==> config.mk <==
export PLATFORM = sky130hd
export DESIGN_NAME = cache_lookup
export DESIGN_NICKNAME = d
export VERILOG_FILES = /design/src/rtl/mesif_pkg.sv /design/src/rtl/plru_tree4.sv /design/src/rtl/cache_lookup.sv
export SDC_FILE = /design/constraint.sdc
export NUM_CORES = 2
export LEC_CHECK = 0
export BUFFER_PORTS_ARGS = -buffer_cell sky130_fd_sc_hd__buf_2
export CORE_MARGIN = 1
export CORE_UTILIZATION = 44
export CTS_CLUSTER_DIAMETER = 30
export DETAILED_ROUTE_END_ITERATION = 10
export GPL_ROUTABILITY_DRIVEN = 0
export PLACE_DENSITY = 0.64
export SYNTH_ARGS = -nofsm -noshare
export SYNTH_HDL_FRONTEND = slang
export SYNTH_SLANG_ARGS = --single-unit
export TNS_END_PERCENT = 5
==> constraint.sdc <==
create_clock -name clk -period 6.25 [get_ports clk]
set_clock_uncertainty 0.05 [all_clocks]
set_input_delay 0.9375 -clock clk [delete_from_list [all_inputs] [get_ports clk]]
set_output_delay 0.9375 -clock clk [all_outputs]
set_load 0.02 [all_outputs]
==> src/rtl/mesif_pkg.sv <==
// rtl/mesif_pkg.sv - shared opcodes, MESIF encodings and address geometry
package mesif_pkg;

  localparam int TAG_W    = 12;
  localparam int INDEX_W  = 4;
  localparam int OFFSET_W = 6;
  localparam int ADDR_W   = TAG_W + INDEX_W + OFFSET_W;
  localparam int WAYS     = 4;

  localparam logic [3:0] OP_READ    = 4'd0;
  localparam logic [3:0] OP_WRITE   = 4'd1;
  localparam logic [3:0] OP_IFETCH  = 4'd2;
  localparam logic [3:0] OP_SNP_INV = 4'd3;
  localparam logic [3:0] OP_SNP_RD  = 4'd4;
  localparam logic [3:0] OP_SNP_WR  = 4'd5;
  localparam logic [3:0] OP_SNP_RFO = 4'd6;
  localparam logic [3:0] OP_RSVD    = 4'd7;
  localparam logic [3:0] OP_CLEAN   = 4'd8;
  localparam logic [3:0] OP_PRINT   = 4'd9;

  localparam logic [2:0] ST_M = 3'd0;
  localparam logic [2:0] ST_E = 3'd1;
  localparam logic [2:0] ST_S = 3'd2;
  localparam logic [2:0] ST_I = 3'd3;
  localparam logic [2:0] ST_F = 3'd4;

  typedef enum logic [1:0] {
    BUS_READ  = 2'd0,
    BUS_WRITE = 2'd1,
    BUS_INVAL = 2'd2,
    BUS_RWIM  = 2'd3
  } bus_op_e;

  typedef enum logic [1:0] {
    S_IDLE   = 2'd0,
    S_LOOKUP = 2'd1,
    S_ISSUE  = 2'd2,
    S_UPDATE = 2'd3
  } fsm_e;

  function automatic logic is_cpu_op(input logic [3:0] op);
    return op <= OP_IFETCH;
  endfunction

endpackage

==> src/rtl/plru_tree4.sv <==
// rtl/plru_tree4.sv - 4-way tree pseudo-LRU victim select and touch update
module plru_tree4 (
  input  logic [2:0] bits_i,
  input  logic [1:0] touch_way_i,
  output logic [1:0] victim_o,
  output logic [2:0] bits_next_o
);

  // b0 picks the older pair, b1/b2 hold the older way inside each pair
  always_comb begin
    victim_o    = bits_i[0] ? {1'b1, bits_i[2]} : {1'b0, bits_i[1]};
    bits_next_o = bits_i;
    bits_next_o[0] = ~touch_way_i[1];
    if (touch_way_i[1]) bits_next_o[2] = ~touch_way_i[0];
    else                bits_next_o[1] = ~touch_way_i[0];
  end

endmodule

==> src/rtl/cache_lookup.sv <==
// rtl/cache_lookup.sv - 4-way tag/state lookup feeding the MESIF FSM
module cache_lookup
  import mesif_pkg::*;
#(
  parameter int TAG_BITS    = TAG_W,
  parameter int INDEX_BITS  = INDEX_W,
  parameter int OFFSET_BITS = OFFSET_W,
  parameter int ADDR_BITS   = ADDR_W
) (
  input  logic                  clk,
  input  logic                  rst,
  input  logic                  cmd_valid,
  output logic                  cmd_ready,
  input  logic [3:0]            cmd_op,
  input  logic [ADDR_BITS-1:0]  cmd_addr,
  output logic                  st_valid,
  output logic [3:0]            st_op,
  output logic [TAG_BITS-1:0]   st_tag,
  output logic [INDEX_BITS-1:0] st_index,
  output logic [1:0]            st_way,
  output logic                  st_hit,
  output logic [2:0]            st_state,
  input  logic                  ns_valid,
  input  logic [2:0]            ns_state,
  output logic                  evict_wb,
  output logic [TAG_BITS-1:0]   evict_tag,
  output logic [31:0]           hit_count,
  output logic [31:0]           miss_count,
  output logic                  illegal
);

  localparam int SETS = 1 << INDEX_BITS;

  fsm_e fsm_q, fsm_d;

  logic [3:0]            op_q;
  logic [TAG_BITS-1:0]   cmd_tag_q;
  logic [INDEX_BITS-1:0] idx_q;
  logic [1:0]            way_q;
  logic                  hit_q;
  logic [2:0]            state_q;
  logic [2:0]            ns_q;
  logic                  illegal_q;
  logic [31:0]           hit_cnt_q, miss_cnt_q;

  logic [TAG_BITS-1:0] tags_q   [SETS][WAYS];
  logic [2:0]          states_q [SETS][WAYS];
  logic [2:0]          plru_q   [SETS];

  logic       accept, cpu_op;
  logic [3:0] match, inval;
  logic       any_hit, any_inval;
  logic [1:0] hit_way, inval_way, plru_victim, victim_way, lk_way;
  logic [2:0] lk_state, plru_next;
  logic       unused_offset;

  assign unused_offset = ^cmd_addr[OFFSET_BITS-1:0];
  assign accept        = cmd_valid && cmd_ready;
  assign cpu_op        = is_cpu_op(op_q);

  plru_tree4 u_plru (
    .bits_i      (plru_q[idx_q]),
    .touch_way_i (way_q),
    .victim_o    (plru_victim),
    .bits_next_o (plru_next)
  );

  // Descending scan so the lowest matching / invalid way wins
  always_comb begin
    match     = '0;
    inval     = '0;
    hit_way   = 2'd0;
    inval_way = 2'd0;
    for (int w = WAYS - 1; w >= 0; w--) begin
      inval[w] = states_q[idx_q][w] == ST_I;
      match[w] = (tags_q[idx_q][w] == cmd_tag_q) && !inval[w];
      if (match[w]) hit_way = 2'(w);
      if (inval[w]) inval_way = 2'(w);
    end
    any_hit    = |match;
    any_inval  = |inval;
    victim_way = any_inval ? inval_way : plru_victim;
    if (any_hit) begin
      lk_way   = hit_way;
      lk_state = states_q[idx_q][hit_way];
    end else begin
      lk_way   = cpu_op ? victim_way : 2'd0;
      lk_state = ST_I;
    end
  end

  always_ff @(posedge clk) begin
    if (rst) fsm_q <= S_IDLE;
    else     fsm_q <= fsm_d;
  end

  always_comb begin
    fsm_d = fsm_q;
    case (fsm_q)
      S_IDLE:   if (accept && cmd_op <= OP_SNP_RFO) fsm_d = S_LOOKUP;
      S_LOOKUP: fsm_d = S_ISSUE;
      S_ISSUE:  if (ns_valid) fsm_d = S_UPDATE;
      S_UPDATE: fsm_d = S_IDLE;
      default:  fsm_d = S_IDLE;
    endcase
  end

  always_comb begin
    cmd_ready = (fsm_q == S_IDLE) && !rst;
    st_valid  = fsm_q == S_ISSUE;
    evict_wb  = (fsm_q == S_LOOKUP) && cpu_op && !any_hit &&
                (states_q[idx_q][victim_way] == ST_M);
    evict_tag = tags_q[idx_q][victim_way];
  end

  always_ff @(posedge clk) begin
    if (rst) begin
      op_q       <= '0;
      cmd_tag_q  <= '0;
      idx_q      <= '0;
      way_q      <= '0;
      hit_q      <= 1'b0;
      state_q    <= '0;
      ns_q       <= '0;
      illegal_q  <= 1'b0;
      hit_cnt_q  <= '0;
      miss_cnt_q <= '0;
      for (int s = 0; s < SETS; s++) begin
        plru_q[s] <= '0;
        for (int w = 0; w < WAYS; w++) begin
          tags_q[s][w]   <= '0;
          states_q[s][w] <= ST_I;
        end
      end
    end else begin
      illegal_q <= accept && (cmd_op == OP_RSVD || cmd_op > OP_PRINT);
      if (accept && cmd_op <= OP_SNP_RFO) begin
        op_q      <= cmd_op;
        idx_q     <= cmd_addr[OFFSET_BITS +: INDEX_BITS];
        cmd_tag_q <= cmd_addr[OFFSET_BITS + INDEX_BITS +: TAG_BITS];
      end
      if (accept && cmd_op == OP_CLEAN) begin
        for (int s = 0; s < SETS; s++) begin
          plru_q[s] <= '0;
          for (int w = 0; w < WAYS; w++) begin
            tags_q[s][w]   <= '0;
            states_q[s][w] <= ST_I;
          end
        end
      end
      if (fsm_q == S_LOOKUP) begin
        way_q   <= lk_way;
        hit_q   <= any_hit;
        state_q <= lk_state;
        if (cpu_op && any_hit && hit_cnt_q != '1)   hit_cnt_q  <= hit_cnt_q + 32'd1;
        if (cpu_op && !any_hit && miss_cnt_q != '1) miss_cnt_q <= miss_cnt_q + 32'd1;
      end
      if (fsm_q == S_ISSUE && ns_valid) ns_q <= (ns_state > ST_F) ? ST_I : ns_state;
      if (fsm_q == S_UPDATE) begin
        if (hit_q) begin
          states_q[idx_q][way_q] <= ns_q;
        end else if (cpu_op) begin
          tags_q[idx_q][way_q]   <= cmd_tag_q;
          states_q[idx_q][way_q] <= ns_q;
        end
        if (cpu_op) plru_q[idx_q] <= plru_next;
      end
    end
  end

  assign st_op      = op_q;
  assign st_tag     = cmd_tag_q;
  assign st_index   = idx_q;
  assign st_way     = way_q;
  assign st_hit     = hit_q;
  assign st_state   = state_q;
  assign illegal    = illegal_q;
  assign hit_count  = hit_cnt_q;
  assign miss_count = miss_cnt_q;

endmodule

-- Word-level counts from Yosys, hierarchy flattened
Memory sizes are Yosys's and may differ from the RTL's. A register that Yosys moved wholly into a read port is not among the register bits.
Index checks and enable logic that the tools add are counted.
- add/subtract/negate cells: 2
- magnitude comparators: 8
- eq/ne operators: 17
- muxes and demuxes: 221
- bitwise gates (word level): 161
- reductions and logical operators: 35
- operator list (operator ; number):
    two-way mux 12 bit ; 71
    two-way mux 3 bit ; 88
    OR 1 bit ; 156
    two-way mux 48 bit ; 3
    adder 32 x 1 -> 32 bit (second input constant) ; 2
    != test 32 bit (second input constant) ; 2
    == test 12 bit ; 4
    OR reduction 48 bit ; 1
    two-way mux 4 bit ; 9
    two-way mux 1 bit ; 30
    two-way mux 2 bit ; 14
    binary-select mux 12 bit (select 2 bit) ; 1
    demux 12 bit (select 2 bit) ; 1
    logical AND 1 bit ; 18
    binary-select mux 3 bit (select 2 bit) ; 2
    == test 3 x 2 -> 1 bit (second input constant) ; 4
    OR reduction 12 bit ; 1
    greater-or-equal comparator 3 bit (second input constant) ; 3
    NOT 2 -> 3 bit ; 3
    one-hot mux 2 bit (4 select lines) ; 1
    OR reduction 4 bit ; 2
    demux 3 bit (select 2 bit) ; 1
    logical NOT 1 bit ; 6
    AND reduction 2 bit ; 3
    other kinds (15) ; 18
- flip-flop bits (word level): 96
- bits in writable memories: 1008
- output and inout bits: 106
- word-level logic and storage cells: 458
- memories: 3
- memory list (name ; words ; bits a word ; rd ports ; clocked after memory_dff ; wr ports ; line ; source):
    tags_q ; 16 ; 48 ; 1 ; 1 ; 16 ; cache_lookup.sv:46 ; logic [TAG_BITS-1:0] tags_q [SETS][WAYS];
    states_q ; 16 ; 12 ; 1 ; 1 ; 16 ; cache_lookup.sv:47 ; logic [2:0] states_q [SETS][WAYS];
    plru_q ; 16 ; 3 ; 1 ; 1 ; 16 ; cache_lookup.sv:48 ; logic [2:0] plru_q [SETS];

-- Longest topological paths before layout
- depth after elaboration: 12
- mapped depth: 19

-- Modules after synthesis
A second synthesis with hierarchy kept.
- cells, all modules: 3958
- area, all modules: 53049.6 µm²
- by module, submodules not included (module ; instances ; cells an instance ; area an instance (µm²) ; sequential area each (µm²)):
    cache_lookup ; 1 ; 3951 ; 53005.8 ; 32271.0
    plru_tree4 ; 1 ; 7 ; 43.8 ; 0.0

-- Worst setup path before layout
Ideal clock, no wire load.
- path kind: register to output
- from: reg with a tool-made name
- to: out evict_tag[8]
- arrival time: 3916 ps
- required time: 5262 ps
- path slack: 1347 ps
- stages on the path, launching flop included: 16
- buffers on the path: 8
- cells stage by stage: dfxtp_1 -> buf_4 -> buf_4 -> buf_6 -> buf_4 -> buf_4 -> buf_4 -> mux4_2 -> mux4_2 -> nor2b_1 -> a211oi_1 -> o21ai_1 -> and2_1 -> buf_2 -> buf_2 -> o21ai_0
- RTL lines (element ; line ; source):
    end, declared ; cache_lookup.sv:26 ; output logic [TAG_BITS-1:0] evict_tag,

==> flow_summary.ini <==
[status]
outcome = completed

[power]
swShare_pct = 24.8
seqPwrFrac_pct = 40.3
switchingPower_uw = 5270
internal_power_uw = 16000
power.density_mw_per_mm2 = 346
ir_drop_mv = 0.288
leakagePower_uw = 0.0212
p_clk_share_pct = 51.4
combPwrFrac_pct = 8.3

[timing]
relSlewSlack_pct = 17.5
min_period_over_period_pct = 98.5
fin_hold_ws_ns = 0.328
grt_setup_unrepaired = false
drv_slew = 0
tns_ns = 0
setup_viol = 0
clock.fmax_ghz = 0.162
hold_violations = 0
tightest_slew_ns = 1.23
final.min_clock_period_ns = 6.16

[route]
ant_nets = 0
vias_per_cell = 5.82
drt_iter0_drc = 3640
wirelength_mm = 147
routed-via-count = 33100
wl_per_cell_um = 25.8
drt-pass1-iter-count = 6
drcViolationCount = 0

[final_layout]
fillers = 9747
drive_gt1_share_pct = 22.2
final_nets = 4019
diodes = 0
syn2layout_area_growth_pct = 17.2

[yosys]
yosysWarnings = 0
yosys-top-cells-count = 1,008 x edfxtp_1, 715 x and2_1, 313 x clkbuf_1, 252 x mux4_2, 244 x nor2_1
synth_enable_flop_cells = 1008
syn_area_per_cell_um2 = 13.5
ys_seq_area_share_pct = 61.5
synthDistinctLibCells = 76
synth_area_leaders = edfxtp_1 58%, mux4_2 11%, and2_1 8.5%
syn_inst = 3896
synth_nets = 3936
synthArstFlopShare_pct = 0
mappedNetlistArea_mm2 = 0.0525
yosysMostFrequentCell = edfxtp_1
synth_ff_type = edfxtp_1
ys_ff_latch = 1108
synth_top_area_share_pct = 57.7
synth_top_cell_by_area = edfxtp_1

[hold_path]
min_from = cmd_addr[14]
hold_path_depth = 3
hp-class = input pin to register
min_to = st_tag[4]

[die]
die_h_um = 347
core_area_mm2 = 0.118
chipWidth_um = 347
start_util_pct = 44.4
io_pins = 139
rows = 126
design.die.area_mm2 = 0.121

[global_route]
grt_pass1_wl_mm = 215
grt_use_total_pct = 24.2
grt_max_degree = 145
grt_overflow = 0
antenna_found_initial = 2
first_global_vias = 32300

[clocking]
cts_tree = yes
clock_path_buffers = 3
worst_setup_hold_path_clk_slew_ns = 0.05
cts-root-buf = clkbuf_16
cts_hold_buf = 0
htree_levels = 4
clkSinkCount = 1108
clk_latency_ns = 0.81
cts_buffers = 203

[worst_setup_path]
end_kind = output port
cp.required_ns = 5.26
crit_type = register to output port
r2r_end = hit_count[30]
cp.arrival_ns = 5.17
rrSetupSlack_ns = 1.03
critPathLaunchType = register
reg2regPathDepth = 11
worst-path-max-fanout = 50

[placement]
portBuffers = 132
dpl.hpwl_mm = 92.8

[job]
drv_cap = 0
-- cell type report --
type	count	area, µm²	share of cell area, %
clock buffers	228	5190	8.44
clock inverters	154	1710	2.77
inverters	25	93.8	0.153
multi-input cells	2364	18400	29.9
flip-flops and latches	1108	32300	52.5
well taps	1536	1920	3.12
repair buffers	277	1920	3.12
-- stage by stage --
| stage | setup WS, ns | instance area [µm²] | std cells | util, % | total power, µW |
|---|---|---|---|---|---|
| 6_report | 0.0935 | 61500 | 5692 | 52.0 | 21300 |
| 3_3_place_gp | 0.782 | 54500 | 5308 | 46.1 | 10400 |
| 5_1_grt | 0.00846 | 61500 | 5692 | 52.0 | 21800 |
| 3_5_place_dp | 0.772 | 54500 | 5308 | 46.1 | 10400 |
| 2_1_floorplan | 1.35 | 52500 | 3896 | - | 9750 |
| 4_1_cts | 0.0343 | 61500 | 5691 | 52.0 | 21300 |
-- critical path, cell delays in order, from the launching register on --
cell and delay, ns:
dfxtp_4 0.86, mux4_2 0.46, a22o_1 0.21, a221oi_1 0.50
and3_1 0.42, o311a_1 0.66, buf_4 0.36, mux2i_1 0.10
o21ai_0 0.46, buf_2 0.27
-- cell usage in the layout (no fill, tap or decap), drive strengths merged, types with 43 or more instances in the layout --
cell and instances:
edfxtp 1008, and2 716, buf 277, mux4 252, nor2 244, nand2 239, clkbuf 228, o21ai 176
mux2i 127, nor3 111, dfxtp 100, clkinv 93, a21oi 83, nand3 45, nor2b 44, inv 43
-- layer usage --
layer,routed length (µm),vias up,track usage (%)
met5,8,-,0
met1,59100,16700,32.3
met2,69600,1584,38.5
li1,-,14500,-
met4,5060,2,9.38
met3,13000,275,5.44
-- worst max-delay path by stage --
stage	from	to	slack (ns)	cells after the start
2_1_floorplan	register	evict_tag[8]	1.35	15
3_3_place_gp	register	evict_tag[1]	0.78	10
3_5_place_dp	register	evict_wb	0.77	12
4_1_cts	register	evict_tag[1]	0.03	10
5_1_grt	register	evict_tag[3]	0.008	10
6_report	register	evict_tag[3]	0.09	9
-- power groups by stage --
stage	combinational [µW]	sequential (µW)	clock, µW
floorplan	1150	8610	0
detailed placement	1730	8710	0
CTS	1740	8570	11000
global placement	1720	8690	0
global route	1850	8590	11400
finish	1760	8570	10900
-- flip-flops by register name, indices dropped and copies added, names as in the netlist, named ones only --
name	count
states_q	192
hit_count	32
tags_q	768
st_tag	12
plru_q	48
illegal	1
ns_q	3
st_op	4
miss_count	32
fsm_q	2
st_state	3
st_hit	1
st_way	2
st_index	4
-- kinds of logic (layout without fill, tap and decap cells) --
logic type	count (synthesis)	after routing	synth area share, %
multiplexers	412	412	14.0
buffers and inverters	424	684	3.65
flip-flops	1108	1108	61.5
XOR/XNOR	52	52	0.868
adder cells (fa/ha/maj)	7	7	0.167
AND/OR/NAND/NOR	1527	1527	15.7
AO/OA/AOI/OAI	366	366	4.20
-- repair_timing --
item,CTS,global route
endpoints found under the setup margin,3,2
setup buffers,1,1
cloned,0,0
resized for setup,0,4
Note: power is estimated with default switching activity, not from simulation.
